### src/rtl/exc_ctrl.sv
// MEM-stage exception controller: CP0 forwarding, interrupt sync,
// event prioritisation, flush/redirect and post-flush recovery.
module exc_ctrl #(
  parameter logic [31:0] EXC_VECTOR     = 32'h0000_0020,
  parameter int unsigned RECOVER_CYCLES = 2
) (
  input  logic        clk,
  input  logic        rst,
  input  logic [5:0]  int_i,
  input  logic        inst_valid_i,
  input  logic [31:0] inst_addr_i,
  input  logic        in_delayslot_i,
  input  logic        syscall_i,
  input  logic        eret_i,
  input  logic        inst_invalid_i,
  input  logic        trap_i,
  input  logic        ov_i,
  input  logic [31:0] cp0_status_i,
  input  logic [31:0] cp0_cause_i,
  input  logic [31:0] cp0_epc_i,
  input  logic        wb_cp0_we_i,
  input  logic [4:0]  wb_cp0_waddr_i,
  input  logic [31:0] wb_cp0_data_i,
  output logic [31:0] excepttype_o,
  output logic [31:0] current_inst_addr_o,
  output logic        is_in_delayslot_o,
  output logic [5:0]  int_sync_o,
  output logic        flush_o,
  output logic [31:0] new_pc_o
);

  localparam logic [3:0] RC = 4'(RECOVER_CYCLES);

  typedef enum logic {
    IDLE,
    RECOVER
  } state_t;

  state_t      state;
  logic [3:0]  cnt;
  logic        eret_blk;
  logic [5:0]  int_meta;
  logic [5:0]  int_sync;
  logic [31:0] status_eff;
  logic [31:0] cause_eff;
  logic [31:0] epc_eff;
  logic        int_req;
  logic [31:0] exc_code;
  logic        flush;
  logic        unused_ok;

  // Cause forwarding only replaces the software-writable IP/WP/IV fields
  always_comb begin
    status_eff = cp0_status_i;
    cause_eff  = cp0_cause_i;
    epc_eff    = cp0_epc_i;
    if (wb_cp0_we_i) begin
      case (wb_cp0_waddr_i)
        5'd12: status_eff = wb_cp0_data_i;
        5'd13: begin
          cause_eff[9:8]   = wb_cp0_data_i[9:8];
          cause_eff[23:22] = wb_cp0_data_i[23:22];
        end
        5'd14: epc_eff = wb_cp0_data_i;
        default: ;
      endcase
    end
  end

  assign unused_ok = ^{status_eff[31:16], status_eff[7:2],
                       cause_eff[31:16], cause_eff[7:0]};

  assign int_req = status_eff[0] & ~status_eff[1]
                 & (|(cause_eff[15:8] & status_eff[15:8]))
                 & ~eret_blk;

  always_comb begin
    exc_code = 32'h0;
    if (!rst && state == IDLE && inst_valid_i) begin
      if (int_req)             exc_code = 32'h1;
      else if (inst_invalid_i) exc_code = 32'ha;
      else if (syscall_i)      exc_code = 32'h8;
      else if (trap_i)         exc_code = 32'hd;
      else if (ov_i)           exc_code = 32'hc;
      else if (eret_i)         exc_code = 32'he;
    end
  end

  assign flush = (exc_code != 32'h0);

  assign excepttype_o        = exc_code;
  assign flush_o             = flush;
  assign current_inst_addr_o = flush ? inst_addr_i : 32'h0;
  assign is_in_delayslot_o   = flush & in_delayslot_i;
  assign int_sync_o          = int_sync;

  always_comb begin
    new_pc_o = 32'h0;
    if (exc_code == 32'he) new_pc_o = epc_eff;
    else if (flush)        new_pc_o = EXC_VECTOR;
  end

  // eret_blk survives RECOVER and covers the first IDLE cycle after eret
  always_ff @(posedge clk or posedge rst) begin
    if (rst) begin
      state    <= IDLE;
      cnt      <= 4'd0;
      eret_blk <= 1'b0;
      int_meta <= 6'd0;
      int_sync <= 6'd0;
    end else begin
      int_meta <= int_i;
      int_sync <= int_meta;
      case (state)
        IDLE: begin
          if (flush) begin
            state    <= RECOVER;
            cnt      <= RC;
            eret_blk <= (exc_code == 32'he);
          end else begin
            eret_blk <= 1'b0;
          end
        end
        RECOVER: begin
          if (cnt <= 4'd1) begin
            state <= IDLE;
            cnt   <= 4'd0;
          end else begin
            cnt <= cnt - 4'd1;
          end
        end
        default: state <= IDLE;
      endcase
    end
  end

endmodule

### config.mk
export PLATFORM = sky130hd
export DESIGN_NAME = exc_ctrl
export DESIGN_NICKNAME = d
export VERILOG_FILES = /design/src/rtl/exc_ctrl.sv
export SDC_FILE = /design/constraint.sdc
export NUM_CORES = 1
export LEC_CHECK = 0
export ABC_AREA = 1
export CORE_AREA = 2 2 110 112
export CTS_CLUSTER_SIZE = 24
export DETAILED_ROUTE_END_ITERATION = 16
export DIE_AREA = 0 0 112 114
export SLEW_MARGIN = 20
export SYNTH_ARGS = -nofsm -noshare
export SYNTH_HDL_FRONTEND = slang
export SYNTH_SLANG_ARGS = --single-unit
### constraint.sdc
create_clock -name clk -period 5.4 [get_ports clk]
set_input_delay 1.62 -clock clk [delete_from_list [all_inputs] [get_ports clk]]
set_output_delay 1.62 -clock clk [all_outputs]
set_load 0.05 [all_outputs]
==> results.cfg, run 1 <==
[run_status]
outcome = finished clean

[worst_hold_path]
hold_path.class = reg2reg

[timing]
period_needed_ns = 5.20
setup-violations-final = 0
worst_pin_slew_ns = 0.507
rsz0062_at_grt = no
fin_skew_ns = 0.00254
min_period_over_period_pct = 96.2
relSlewSlack_pct = 66.1
timing.fmax_ghz = 0.192
slew_violations = 0
hold_viol_final = 0

[drt]
drtIter0Drc = 97
routed_wl_mm = 8.41
wl_per_cell_um = 12.2
via_count = 2653
postRouteAntennaNets = 0
drc = 0
vias_per_cell = 3.85
dr.pass1.iters = 4

[global_routing]
grt_max_degree = 40
busiest_layer = met2
use_met2_pct = 20.0
grt_pass1_vias = 2426
antenna_found_initial = 0
grtUsageTotal_pct = 11.2
gr-total-overflow = 0
use_met3_pct = 2.82
met1_usage_pct = 14.1
grt_pass1_wl_mm = 11.8

[finish]
synthToLayoutAreaGrowth_pct = 139
antenna_cells = 0
nFillCells = 1157
final_area_sq_mm = 0.00487
final_common_cell = clkdlybuf4s50_1
drive_gt1_share_pct = 23.1
layout_common_cells = clkdlybuf4s50_1, nor2_1, inv_1
fin_nets = 727

[worst_setup_path]
arrival_ns = 3.58
end_kind = output pin
critPathTopFamily = buffers and inverters
max_stage_delay_ns = 0.46
crit_slowest_cell = clkdlybuf4s50_1
crit_chain = clkdlybuf4s50_1, inv_1, nor2_1, nand3_1, a21oi_2, nand2_2, buf_4, nand2_2, inv_2, nor2_8, clkbuf_16, nor2_1, buf_6
crit_type = in2out
crit_buf_inv = 6
start_kind = input port
worstPathRequired_ns = 3.78
path_max_fanout = 8

[pwr]
peakVddDrop_v = 0.000167
p_leak_nw = 2.61
power_density_mw_per_mm2 = 177
p_total_mw = 0.864

[floorplan]
io_pins = 285
fp-row-count = 40
die_height_um = 114
die_area_sq_mm = 0.0128
coreArea_sq_mm = 0.0117
die_w_um = 112
start_util_pct = 17.4

[clock_network]
cts-htree-levels = 1
cts_max_path_buffers = 2
cts_tree = built
numClockSinks = 18
clkLatencyLatePin_ns = 0.24
cts_buffers = 3
cts_root_buf = clkbuf_16
clk_pin_slew_worst_paths_ns = 0.04

[logic_synthesis]
avgSynthCellArea_sq_um = 6.43
syn_area_sq_mm = 0.00204
synthCells = 317
ys_ff_latch = 18
ys_types = 31
yosysSeqAreaShare_pct = 22.1
ys_warn_count = 0

[place]
place_area_sq_mm = 0.00455
portBuffers = 210
hpwl_mm = 6.61
globalplace.congestion = 0.878

[job]
max-cap-violations = 0
## per-layer routing
metal / part of all wire [%] / routed length (um) / vias to the layer above
met5: 0 / 0 / -
li1: - / - / 1347
met2: 51 / 4330 / 143
met4: 0.50 / 42 / 0
met3: 8.8 / 742 / 4
met1: 39 / 3300 / 1159
## synthesized netlist by cell type (all sizes together)
cell	count	area share, %
nand3	18	4.7
nand3b	3	1.1
or2	1	0.31
xor2	1	0.43
conb	1	0.18
inv	68	13
o2111ai	1	0.43
xnor2	1	0.43
nor2	86	18
buf	38	14
nand4	6	1.8
mux2	1	0.55
a31oi	1	0.31
clkbuf	1	0.18
ha	2	1.2
nand2	35	7.2
dfrtp	18	22
o21ai	2	0.49
mux2i	24	12
a21oi	8	2.0
nor3	1	0.25
## where the power goes
group	total (mW)	switching [mW]	leakage [nW]	internal (mW)
logic	0.551	0.310	2.36	0.241
clock network	0.137	0.0406	0.0370	0.0967
registers	0.175	0.0184	0.217	0.157
total	0.864	0.369	2.61	0.495
## cells by family after synthesis
kind of cell | Yosys count | share of synthesized area (%)
AO/OA/AOI/OAI | 12 | 3.19
XOR/XNOR | 2 | 0.860
adder cells (fa/ha/maj) | 2 | 1.23
buffers and inverters | 107 | 26.5
flip-flops | 18 | 22.1
multiplexers | 25 | 12.3
other | 1 | 0.184
AND/OR/NAND/NOR | 150 | 33.6
## repair_timing
action | 4_1_cts | 5_1_grt
pin swaps | 0 | 10
hold endpoints to repair | 0 | 0
endpoints found under the setup margin | 26 | 66
gates resized for setup | 4 | 28
setup buffers | 0 | 3
gates cloned | 0 | 7
hold buffers | 0 | 0
## sequential cells by signal, indices dropped and copies added (netlist names)
register	cells
cnt	4
int_meta	6
int_sync_o	6
state	1
eret_blk	1
## area by class of cell
class	instances	area (sq um)	share of cell area (%)
inverters	68	258	5.29
clock buffers	3	75.1	1.54
well taps	147	184	3.78
multi-input cells	219	1180	24.3
flip-flops and latches	18	450	9.25
repair buffers	234	2720	55.9
## through the flow
stage / instances / TNS (ns) / util, % / setup WS, ns / hold WS (ns)
floorplan: 344 / 0 / - / 0.106 / 0.331
global placement: 676 / 0 / 38.8 / 0.00621 / 0.331
detailed placement: 676 / -0.185 / 38.8 / -0.0178 / 0.335
CTS: 679 / 0 / 39.6 / 0.00681 / 0.345
global route: 689 / 0 / 41.6 / 0.0309 / 0.365
finish: 689 / 0 / 41.6 / 0.203 / 0.343
## path summary, 6_finish.rpt
| path | slack (ns) | startpoint | cells after the start | endpoint |
|---|---|---|---|---|
| hold reg to reg | 0.34 | int_meta[3]$_DFF_PP0_ | 0 | int_sync_o[3]$_DFF_PP0_ |
| min in group asynchronous | 1.74 | rst | 3 | int_meta[2]$_DFF_PP0_ |
| max in group asynchronous | 3.47 | rst | 3 | int_meta[4]$_DFF_PP0_ |
| hold / removal | 0.34 | int_meta[3]$_DFF_PP0_ | 0 | int_sync_o[3]$_DFF_PP0_ |
| setup reg to reg | 3.76 | cnt[0]$_DFFE_PP0P_ | 6 | cnt[3]$_DFFE_PP0P_ |
| setup / recovery | 0.20 | wb_cp0_data_i[0] | 13 | current_inst_addr_o[0] |
No activity file was read; power rests on OpenSTA's default activity.
==> run 2: changes to the inputs <==
Settings changed: PLACE_DENSITY set to 0.59.
==> run 2 against run 1 <==
  * Fmax shrank 0.36%
  * Combinational power decreased by 2%
  * Flip-flop and latch count did not move
  * Count of clock-buffer cells in the layout increased by 1
  * Largest power group unchanged
  * Critical path type unchanged
  * Critical path depth up 4
  * Largest cell class unchanged
  * Sequential share of layout area about the same
  * Critical endpoint is now current_inst_addr_o[15]
  * First-iteration DRC count increased by 14%
==> results.cfg, run 2 (synthesized netlist as in run 1, its figures left out) <==
[pwr]
power_density_mw_per_mm2 = 179
p_leak_nw = 2.57
p_total_mw = 0.877
peakVddDrop_v = 0.000121

[worst_setup_path]
r2r_end = state$_DFF_PP0_
crit_type = in2out
arrival_ns = 3.60
r2r_slack_ns = 3.78
r2r_start = state$_DFF_PP0_
path_max_fanout = 8
worstPathRequired_ns = 3.78
end_kind = output pin
start_kind = input port
rr_worst_depth = 11

[place]
globalplace.congestion = 0.879
portBuffers = 210
hpwl_mm = 6.82
place_area_sq_mm = 0.00456

[clock_network]
hold_buffers = 0
cts_buffers = 3
cts_max_path_buffers = 2
cts_tree = built
cts_root_buf = clkbuf_16
cts-htree-levels = 1
clkLatencyLatePin_ns = 0.25
numClockSinks = 18
clk_pin_slew_worst_paths_ns = 0.05

[timing]
fin_skew_ns = 0.00102
worst_pin_slew_ns = 0.530
relSlewSlack_pct = 64.6
hold_viol_final = 0
timing.fmax_ghz = 0.192
period_needed_ns = 5.22
setup-violations-final = 0
slew_violations = 0
fin_hold_ws_ns = 0.348
min_period_over_period_pct = 96.6

[run_status]
outcome = finished clean

[floorplan]
io_pins = 285
die_w_um = 112
die_height_um = 114
start_util_pct = 17.4
die_area_sq_mm = 0.0128
coreArea_sq_mm = 0.0117
fp-row-count = 40

[finish]
antenna_cells = 0
finish.utilization_pct = 41.8
fin_nets = 725
layout_common_cells = clkdlybuf4s50_1, inv_1, nor2_2, nor2_1
synthToLayoutAreaGrowth_pct = 140
drive_gt1_share_pct = 28.1
final_area_sq_mm = 0.00489
final_common_cell = clkdlybuf4s50_1

[drt]
dr.pass1.iters = 4
wl_per_cell_um = 11.9
vias_per_cell = 3.85
postRouteAntennaNets = 0
drtIter0Drc = 111
drc = 0
via_count = 2651
routed_wl_mm = 8.17

[global_routing]
grt_pass1_wl_mm = 12.1
antenna_found_initial = 0
grt_pass1_vias = 2526
grt_max_degree = 23
gr-total-overflow = 0
grtUsageTotal_pct = 11.5

[worst_hold_path]
holdPathEnd = int_sync_o[2]$_DFF_PP0_
whs_path_depth = 0
hold_start = int_meta[2]$_DFF_PP0_
hold_path.class = reg2reg

[job]
max-cap-violations = 0
-- run 2: layout make-up --
class	instances	area [sq um]
Multi-Input combinational cell	219	1250
Fill cell	1183	6820
Timing Repair Buffer	232	2660
Inverter	68	258
Sequential cell	18	450
Tap cell	147	184
Clock buffer	4	88.8
-- run 2: what timing repair did --
action	in CTS	in global routing
setup buffers	0	2
cloned	0	3
endpoints found under the setup margin	63	66
pin swaps	1	11
gates resized for setup	16	44
-- run 2: worst max path at each step --
stage | start | end
floorplan | rst | current_inst_addr_o[24]
global placement | wb_cp0_waddr_i[3] | new_pc_o[29]
detailed placement | wb_cp0_waddr_i[2] | new_pc_o[15]
CTS | wb_cp0_we_i | new_pc_o[5]
global route | wb_cp0_waddr_i[0] | current_inst_addr_o[15]
finish | wb_cp0_waddr_i[0] | current_inst_addr_o[15]
-- run 2: worst max-delay path: stages --
cell	delay, ns
clkdlybuf4s15_1	0.24
inv_1	0.08
nand2_1	0.08
nor2_4	0.22
nand3b_1	0.13
nand3_1	0.10
nand2_1	0.05
nor2_1	0.13
nand2_2	0.09
nand2_4	0.10
nand2_4	0.06
nand2_4	0.06
inv_4	0.05
nor2_8	0.19
clkbuf_16	0.18
nor2_1	0.05
buf_6	0.15
-- run 2: where the power goes --
part	internal [mW]	total (mW)	leakage, nW	switching, mW
clock network	0.113	0.162	0.0442	0.0489
registers	0.157	0.175	0.217	0.0178
logic	0.234	0.541	2.31	0.307
-- run 2: stage by stage --
stage / setup slack [ns] / std cells / setup TNS (ns)
6_report: 0.184 / 688 / 0
5_1_grt: -0.0104 / 688 / -0.0568
4_1_cts: -0.0213 / 683 / -0.135
3_5_place_dp: -0.0449 / 679 / -1.14
3_3_place_gp: 0.00857 / 679 / 0
2_1_floorplan: 0.106 / 344 / 0
-- run 2: layer usage --
layer	wire length (um)	GRT usage (%)	up-vias
met5	0	0	-
met4	82	2.68	0
met3	639	2.55	7
met2	4230	20.8	119
met1	3220	14.1	1181
li1	-	-	1344
